===== src/rtl/execute_cycle.sv =====
// Execute stage of the 5-stage RISC-V pipeline: operand forwarding, ALU, beq
// resolution, and the EX/MEM pipeline register feeding the memory stage.
module execute_cycle #(
   parameter int XLEN = 32
) (
   input  logic            clk,
   input  logic            rst,
   input  logic            RegWriteE,
   input  logic            ALUSrcE,
   input  logic            MemWriteE,
   input  logic            ResultSrcE,
   input  logic            BranchE,
   input  logic [2:0]      ALUControlE,
   input  logic [XLEN-1:0] RD1_E,
   input  logic [XLEN-1:0] RD2_E,
   input  logic [XLEN-1:0] Imm_Ext_E,
   input  logic [4:0]      RD_E,
   input  logic [XLEN-1:0] PCE,
   input  logic [XLEN-1:0] PCPlus4E,
   input  logic [XLEN-1:0] ResultW,
   input  logic [1:0]      ForwardA_E,
   input  logic [1:0]      ForwardB_E,
   output logic            PCSrcE,
   output logic [XLEN-1:0] PCTargetE,
   output logic            RegWriteM,
   output logic            MemWriteM,
   output logic            ResultSrcM,
   output logic [4:0]      RD_M,
   output logic [XLEN-1:0] PCPlus4M,
   output logic [XLEN-1:0] WriteDataM,
   output logic [XLEN-1:0] ALU_ResultM
);

   logic [XLEN-1:0] w_src_a;
   logic [XLEN-1:0] w_fwd_b;
   logic [XLEN-1:0] w_src_b;
   logic [XLEN-1:0] w_alu_result;
   logic            w_zero;

   logic            r_reg_write_m;
   logic            r_mem_write_m;
   logic            r_result_src_m;
   logic [4:0]      r_rd_m;
   logic [XLEN-1:0] r_pc_plus4_m;
   logic [XLEN-1:0] r_write_data_m;
   logic [XLEN-1:0] r_alu_result_m;

   // Code 10 feeds back the EX/MEM result from the previous instruction;
   // the reserved code 11 falls back to the register-file value.
   always_comb begin
      w_src_a = RD1_E;
      case (ForwardA_E)
         2'b01:   w_src_a = ResultW;
         2'b10:   w_src_a = r_alu_result_m;
         default: w_src_a = RD1_E;
      endcase
   end

   always_comb begin
      w_fwd_b = RD2_E;
      case (ForwardB_E)
         2'b01:   w_fwd_b = ResultW;
         2'b10:   w_fwd_b = r_alu_result_m;
         default: w_fwd_b = RD2_E;
      endcase
   end

   assign w_src_b = ALUSrcE ? Imm_Ext_E : w_fwd_b;

   always_comb begin
      w_alu_result = '0;
      case (ALUControlE)
         3'b000:  w_alu_result = w_src_a + w_src_b;
         3'b001:  w_alu_result = w_src_a - w_src_b;
         3'b010:  w_alu_result = w_src_a & w_src_b;
         3'b011:  w_alu_result = w_src_a | w_src_b;
         3'b101:  w_alu_result = {{(XLEN-1){1'b0}}, ($signed(w_src_a) < $signed(w_src_b))};
         default: w_alu_result = '0;
      endcase
   end

   assign w_zero    = (w_alu_result == '0);
   assign PCSrcE    = BranchE & w_zero;
   assign PCTargetE = PCE + Imm_Ext_E;

   // Clearing the write enables on reset keeps a discarded instruction from
   // reaching memory or the register file.
   always_ff @(posedge clk or negedge rst) begin
      if (!rst) begin
         r_reg_write_m  <= 1'b0;
         r_mem_write_m  <= 1'b0;
         r_result_src_m <= 1'b0;
         r_rd_m         <= '0;
         r_pc_plus4_m   <= '0;
         r_write_data_m <= '0;
         r_alu_result_m <= '0;
      end else begin
         r_reg_write_m  <= RegWriteE;
         r_mem_write_m  <= MemWriteE;
         r_result_src_m <= ResultSrcE;
         r_rd_m         <= RD_E;
         r_pc_plus4_m   <= PCPlus4E;
         r_write_data_m <= w_fwd_b;
         r_alu_result_m <= w_alu_result;
      end
   end

   assign RegWriteM   = r_reg_write_m;
   assign MemWriteM   = r_mem_write_m;
   assign ResultSrcM  = r_result_src_m;
   assign RD_M        = r_rd_m;
   assign PCPlus4M    = r_pc_plus4_m;
   assign WriteDataM  = r_write_data_m;
   assign ALU_ResultM = r_alu_result_m;

endmodule


===== config.mk =====
export PLATFORM = sky130hd
export DESIGN_NAME = execute_cycle
export DESIGN_NICKNAME = d
export VERILOG_FILES = /design/src/rtl/execute_cycle.sv
export SDC_FILE = /design/constraint.sdc
export NUM_CORES = 1
export LEC_CHECK = 0
export ABC_AREA = 1
export BUFFER_PORTS_ARGS = -buffer_cell sky130_fd_sc_hd__buf_2
export CAP_MARGIN = 30
export CORE_UTILIZATION = 50
export DETAILED_ROUTE_END_ITERATION = 16
export HOLD_SLACK_MARGIN = 0.1
export PLACE_DENSITY = 0.77
export SLEW_MARGIN = 20
export SYNTH_ARGS = -nofsm -noshare
export SYNTH_HDL_FRONTEND = slang
export SYNTH_SLANG_ARGS = --single-unit

===== constraint.sdc =====
create_clock -name clk -period 4.85 [get_ports clk]
set_input_delay 0.485 -clock clk [delete_from_list [all_inputs] [get_ports clk]]
set_output_delay 0.485 -clock clk [all_outputs]
set_load 0.02 [all_outputs]

# == Word-level counts from Yosys, hierarchy flattened ==
# Index checks and enable logic that the tools add are counted.
# word_totals
ff_bits,104
output_inout_bits,137
# op_classes
n_addsub,3
magnitude_cmp,1
eq_ne,8
mux,4
n_bitwise,3
reduce_logical,2
# ops
op,n
32-bit case mux with 5 select lines,1
32-bit case mux with 2 select lines,2
32-bit adder,2
32-bit bitwise AND,1
32-bit zero test,1
32-bit less-than comparator,1
32-bit two-way mux,1
32-bit bitwise OR,1
32-bit subtractor,1
3-bit by 2-bit equality test with 1-bit output (second input constant),2
2-bit by 1-bit equality test with 1-bit output (second input constant),2
2-bit equality test (second input constant),2
3-bit by 1-bit equality test with 1-bit output (second input constant),1
3-bit equality test (second input constant),1
3-bit zero test,1
1-bit bitwise AND,1

# == Logic depth before layout (Yosys ltp) ==
# logic_depth
depth_word,7
mapped_depth,28
ltp_nobuf,25

# == Worst setup path after synthesis ==
# OpenSTA, ideal clock, no wires.
# synth_timing
path_type,input -> output
from,input ForwardB_E[0]
to,output PCSrcE
arrival_time_ns,3.760
t_required_ns,4.365
slack_ns,0.605
path_stages,25
path_buffers,2
path_cell_list,inv_1 ha_1 clkbuf_1 inv_1 clkbuf_1 o21ai_0 o21ai_0 ha_1 inv_1 fa_1 inv_1 nand3_1 nand2_2 nand2_1 nand2_2 nand2_1 nand2_1 nand2_1 nand3_1 nand3b_1 nor2_1 nand2_1 nor3_2 nand3_1 nor2_1
# synth_between
elab_chain_len,7
word_cells_on_any_way,12
# synth_rtl
item,line_no,rtl
"start, declared",22,"input logic [1:0] ForwardB_E,"
2-bit equality test / 2-bit by 1-bit equality test with 1-bit output (equally long branches),61,case (ForwardB_E)
32-bit case mux with 2 select lines (*),61,
32-bit two-way mux (*),68,assign w_src_b = ALUSrcE ? Imm_Ext_E : w_fwd_b;
"32-bit subtractor, or another cell as far along",74,3'b001: w_alu_result = w_src_a - w_src_b;
32-bit case mux with 5 select lines (*),72,case (ALUControlE)
named net w_alu_result[12],37,logic [XLEN-1:0] w_alu_result;
32-bit zero test (*),82,assign w_zero = (w_alu_result == '0);
1-bit bitwise AND (*),83,assign PCSrcE = BranchE & w_zero;
"end, declared",23,"output logic PCSrcE,"
# The timed path passes the listed nets; every way through them passes the cells marked *.

# == Worst setup path after layout ==
# layout_timing
from,input ForwardB_E[1]
to,output PCSrcE
# The elaborated chain is that of the path after synthesis.

==> run_results.csv <==
group,metric,value,unit
status,outcome,"complete, no violations",
drt,totalWireLength,58000,um
timing,maxSlewHeadroom,0.456,
drt,vias,15700,
yosys,syn_inst,1941,
clock_tree,cts_tree,"built",
hold_path,holdCritPathClass,"input port to flop",
grt,grt_max_degree,69,
clock_tree,numClockSinks,104,
timing,fin_ws,0.0437,ns
critical_path,crit_arrival,4.32,ns
placement,hpwl,48600,um
power_and_ir_drop,p_leak,9.50,nW
clock_tree,cts_root_buf,"clkbuf_16",
yosys,avgSynthCellArea,6.49,um^2
yosys,synth.distinct_cells,53,
yosys,synth_area_leaders,"dfrtp_1 (21%), nand2_1 (15%), ha_1 (14%), inv_1 (10%), nand3_1 (5.4%)",
timing,hold_viol,0,
yosys,yosysTopAreaCell,"dfrtp_1",
yosys,yosysSeqAreaShare,0.207,
yosys,syn_area,0.0126,mm^2
critical_path,critPathKind,"input port to output port",
power_and_ir_drop,p_per_area,308,mW/mm^2
placement,dp_slack,-0.102,ns
placement,dp.cells,2753,
floorplanning,num_rows,57,
power_and_ir_drop,peakVddDrop,198,uV
cells_and_area,drive_gt1_frac,0.292,
yosys,synth_commonest_cells,"nand2_1 (491), inv_1 (341), ha_1 (143)",
drt,antenna_left,0,
floorplanning,core-area,0.0245,mm^2
floorplanning,die-area,0.0258,mm^2
cells_and_area,areaGrowthSynthToFinish,32.6,%
timing,max_slew.worst_pin.slew,0.816,ns
critical_path,cp.required,4.37,ns
timing,slew_violations,0,
floorplanning,start_util,0.513,
clock_tree,clkTransAtPathRegs,0.08,ns
critical_path,cp-start-kind,"input port",
critical_path,rrSetupSlack,1.35,ns
grt,grt-ovfl-total,0,
cells_and_area,final_area,0.0167,mm^2
clock_tree,cts_buffers,9,
grt,grtUsageTotal,0.434,
drt,first_iter_violations,2347,
grt,grt_pass1_vias,14900,
drt,drc,0,
yosys,synth_most_common_cell,"nand2_1",
yosys,synth_top_area_frac,0.207,
critical_path,path_max_fanout,15,
grt,grt_pass1_wl,84800,um
timing,post-route-period-util,0.991,
floorplanning,die_y,161,um
yosys,synth_nets,2298,
cells_and_area,layout.nets,2809,
yosys,synth_warnings,0,
drt,post_drt_wl_per_cell,20.8,um
clock_tree,clockBufferDepth,2,
critical_path,crit_path_start,"ForwardB_E[1]",
run,cap_violations,0,
timing,skew,0.0117,ns
critical_path,end_kind,"output port",
placement,place.gp.congestion,1.11,
clock_tree,clk_latency,0.36,ns
critical_path,crit-reg2reg-launch,"ALU_ResultM[1]",
placement,port_buffers,347,
floorplanning,die_w,161,um
placement,post_dp_cell_area,0.0160,mm^2
timing,fin_crit,4.81,ns
hold_path,min_from,"PCPlus4E[18]",
timing,fmax,208,MHz
timing,setup_violations,0,
drt,dr.pass1.iters,8,
timing,timing.hold.ws,0.217,ns
clock_tree,htree_levels,3,
yosys,ys.flop_type,"dfrtp_1",
yosys,yosys_register_bits,104,
yosys,synth_edf_count,0,
floorplanning,ioPinCount,348,
drt,avgViaCountPerCell,5.64,
yosys,ys_async_sr_fraction,1.00,
cells_and_area,stdcell_count,2788,
grt,grt_antenna_before_repair,8,
## report_power, final
part           total, W  internal (W)  switching, W  leakage [nW]
sequential      0.00104      0.000966     0.0000746          1.26
combinational   0.00335       0.00125       0.00210          8.08
clock          0.000744      0.000365      0.000378         0.147
total           0.00514       0.00258       0.00256          9.50
## registers in the layout, summed over array words and instances (netlist names)
register     flops
ALU_ResultM     32
PCPlus4M        32
MemWriteM        1
ResultSrcM       1
WriteDataM      32
RD_M             5
RegWriteM        1
## cells in the final DEF (no fill, tap or decap), drive strengths merged, types with 15 or more instances in the layout
cell / instances
a21oi: 95
a221o: 60
buf: 565
dfrtp: 104
ha: 143
inv: 366
nand2: 507
nand3: 141
nand3b: 15
nand4: 18
nor2: 168
nor3: 19
o21ai: 138
o22ai: 18
xor2: 22
## critical path: stages
cell and delay [ns]:
buf_2 0.15, inv_1 0.10, ha_4 0.19, buf_12 0.15, a221o_1 0.35, o21ai_0 0.20, o21ai_0 0.23, ha_1 0.41
buf_4 0.18, nor2_1 0.15, nand2_1 0.12, nor3_2 0.15, nand2_1 0.09, nand2_1 0.11, nand2_1 0.06, nand3_1 0.08
nand3_1 0.18, nor3_2 0.29, nand2_1 0.09, nor2_1 0.11, nand3_1 0.11, nor2_2 0.14, buf_4 0.16
## per-stage QoR
step                      power [W]  TNS (ns)   util
after detailed placement    0.00419    -0.102  0.653
after CTS                   0.00495         0  0.665
after global routing        0.00542   -0.0512  0.680
after global placement      0.00415   -0.0623  0.652
after floorplan             0.00289         0      -
final                       0.00514         0  0.680
## metal layers
metal	share of wire	GRT usage	vias to the layer above	wire [um]
met5	0	0	-	0
met4	0.054	0.197	0	3130
met3	0.12	0.0842	195	6710
met2	0.44	0.692	1072	25700
met1	0.39	0.565	7177	22500
li1	-	-	7270	-
## logic make-up (layout without fill, tap and decap cells)
family,Yosys count,after routing,share of synthesized area
XOR/XNOR,32,32,0.0223
flip-flops,104,104,0.207
buffers and inverters,432,948,0.142
adder cells (fa/ha/maj),146,146,0.147
AO/OA/AOI/OAI,345,345,0.174
other,0,7,0
AND/OR/NAND/NOR,882,882,0.309
## repair_timing
item,in CTS,in global routing
endpoints found under the hold margin,0,10
resized for setup,5,66
endpoints found under the setup margin,1,1
hold buffers,0,1
buffers inserted,0,8
cloned,0,2
pin swaps,0,10
## final timing paths
check                      cells past startpoint               to
min reg2reg                                    2   WriteDataM[27]
min in group asynchronous                      2  ALU_ResultM[12]
max                                           23           PCSrcE
max reg2reg                                   20  ALU_ResultM[31]
min                                            1     PCPlus4M[18]
max in group asynchronous                      4   WriteDataM[28]
## area by class of cell
cell class | count | area (um^2)
Multi-Input combinational cell | 1405 | 8400
Fill cell | 2262 | 7840
Timing Repair Buffer | 568 | 3610
Sequential cell | 104 | 2600
Inverter | 364 | 1370
Tap cell | 324 | 405
Clock buffer | 9 | 225
Clock inverter | 7 | 70.1
Antenna cell | 7 | 17.5
No activity file was read; power rests on OpenSTA's default activity.
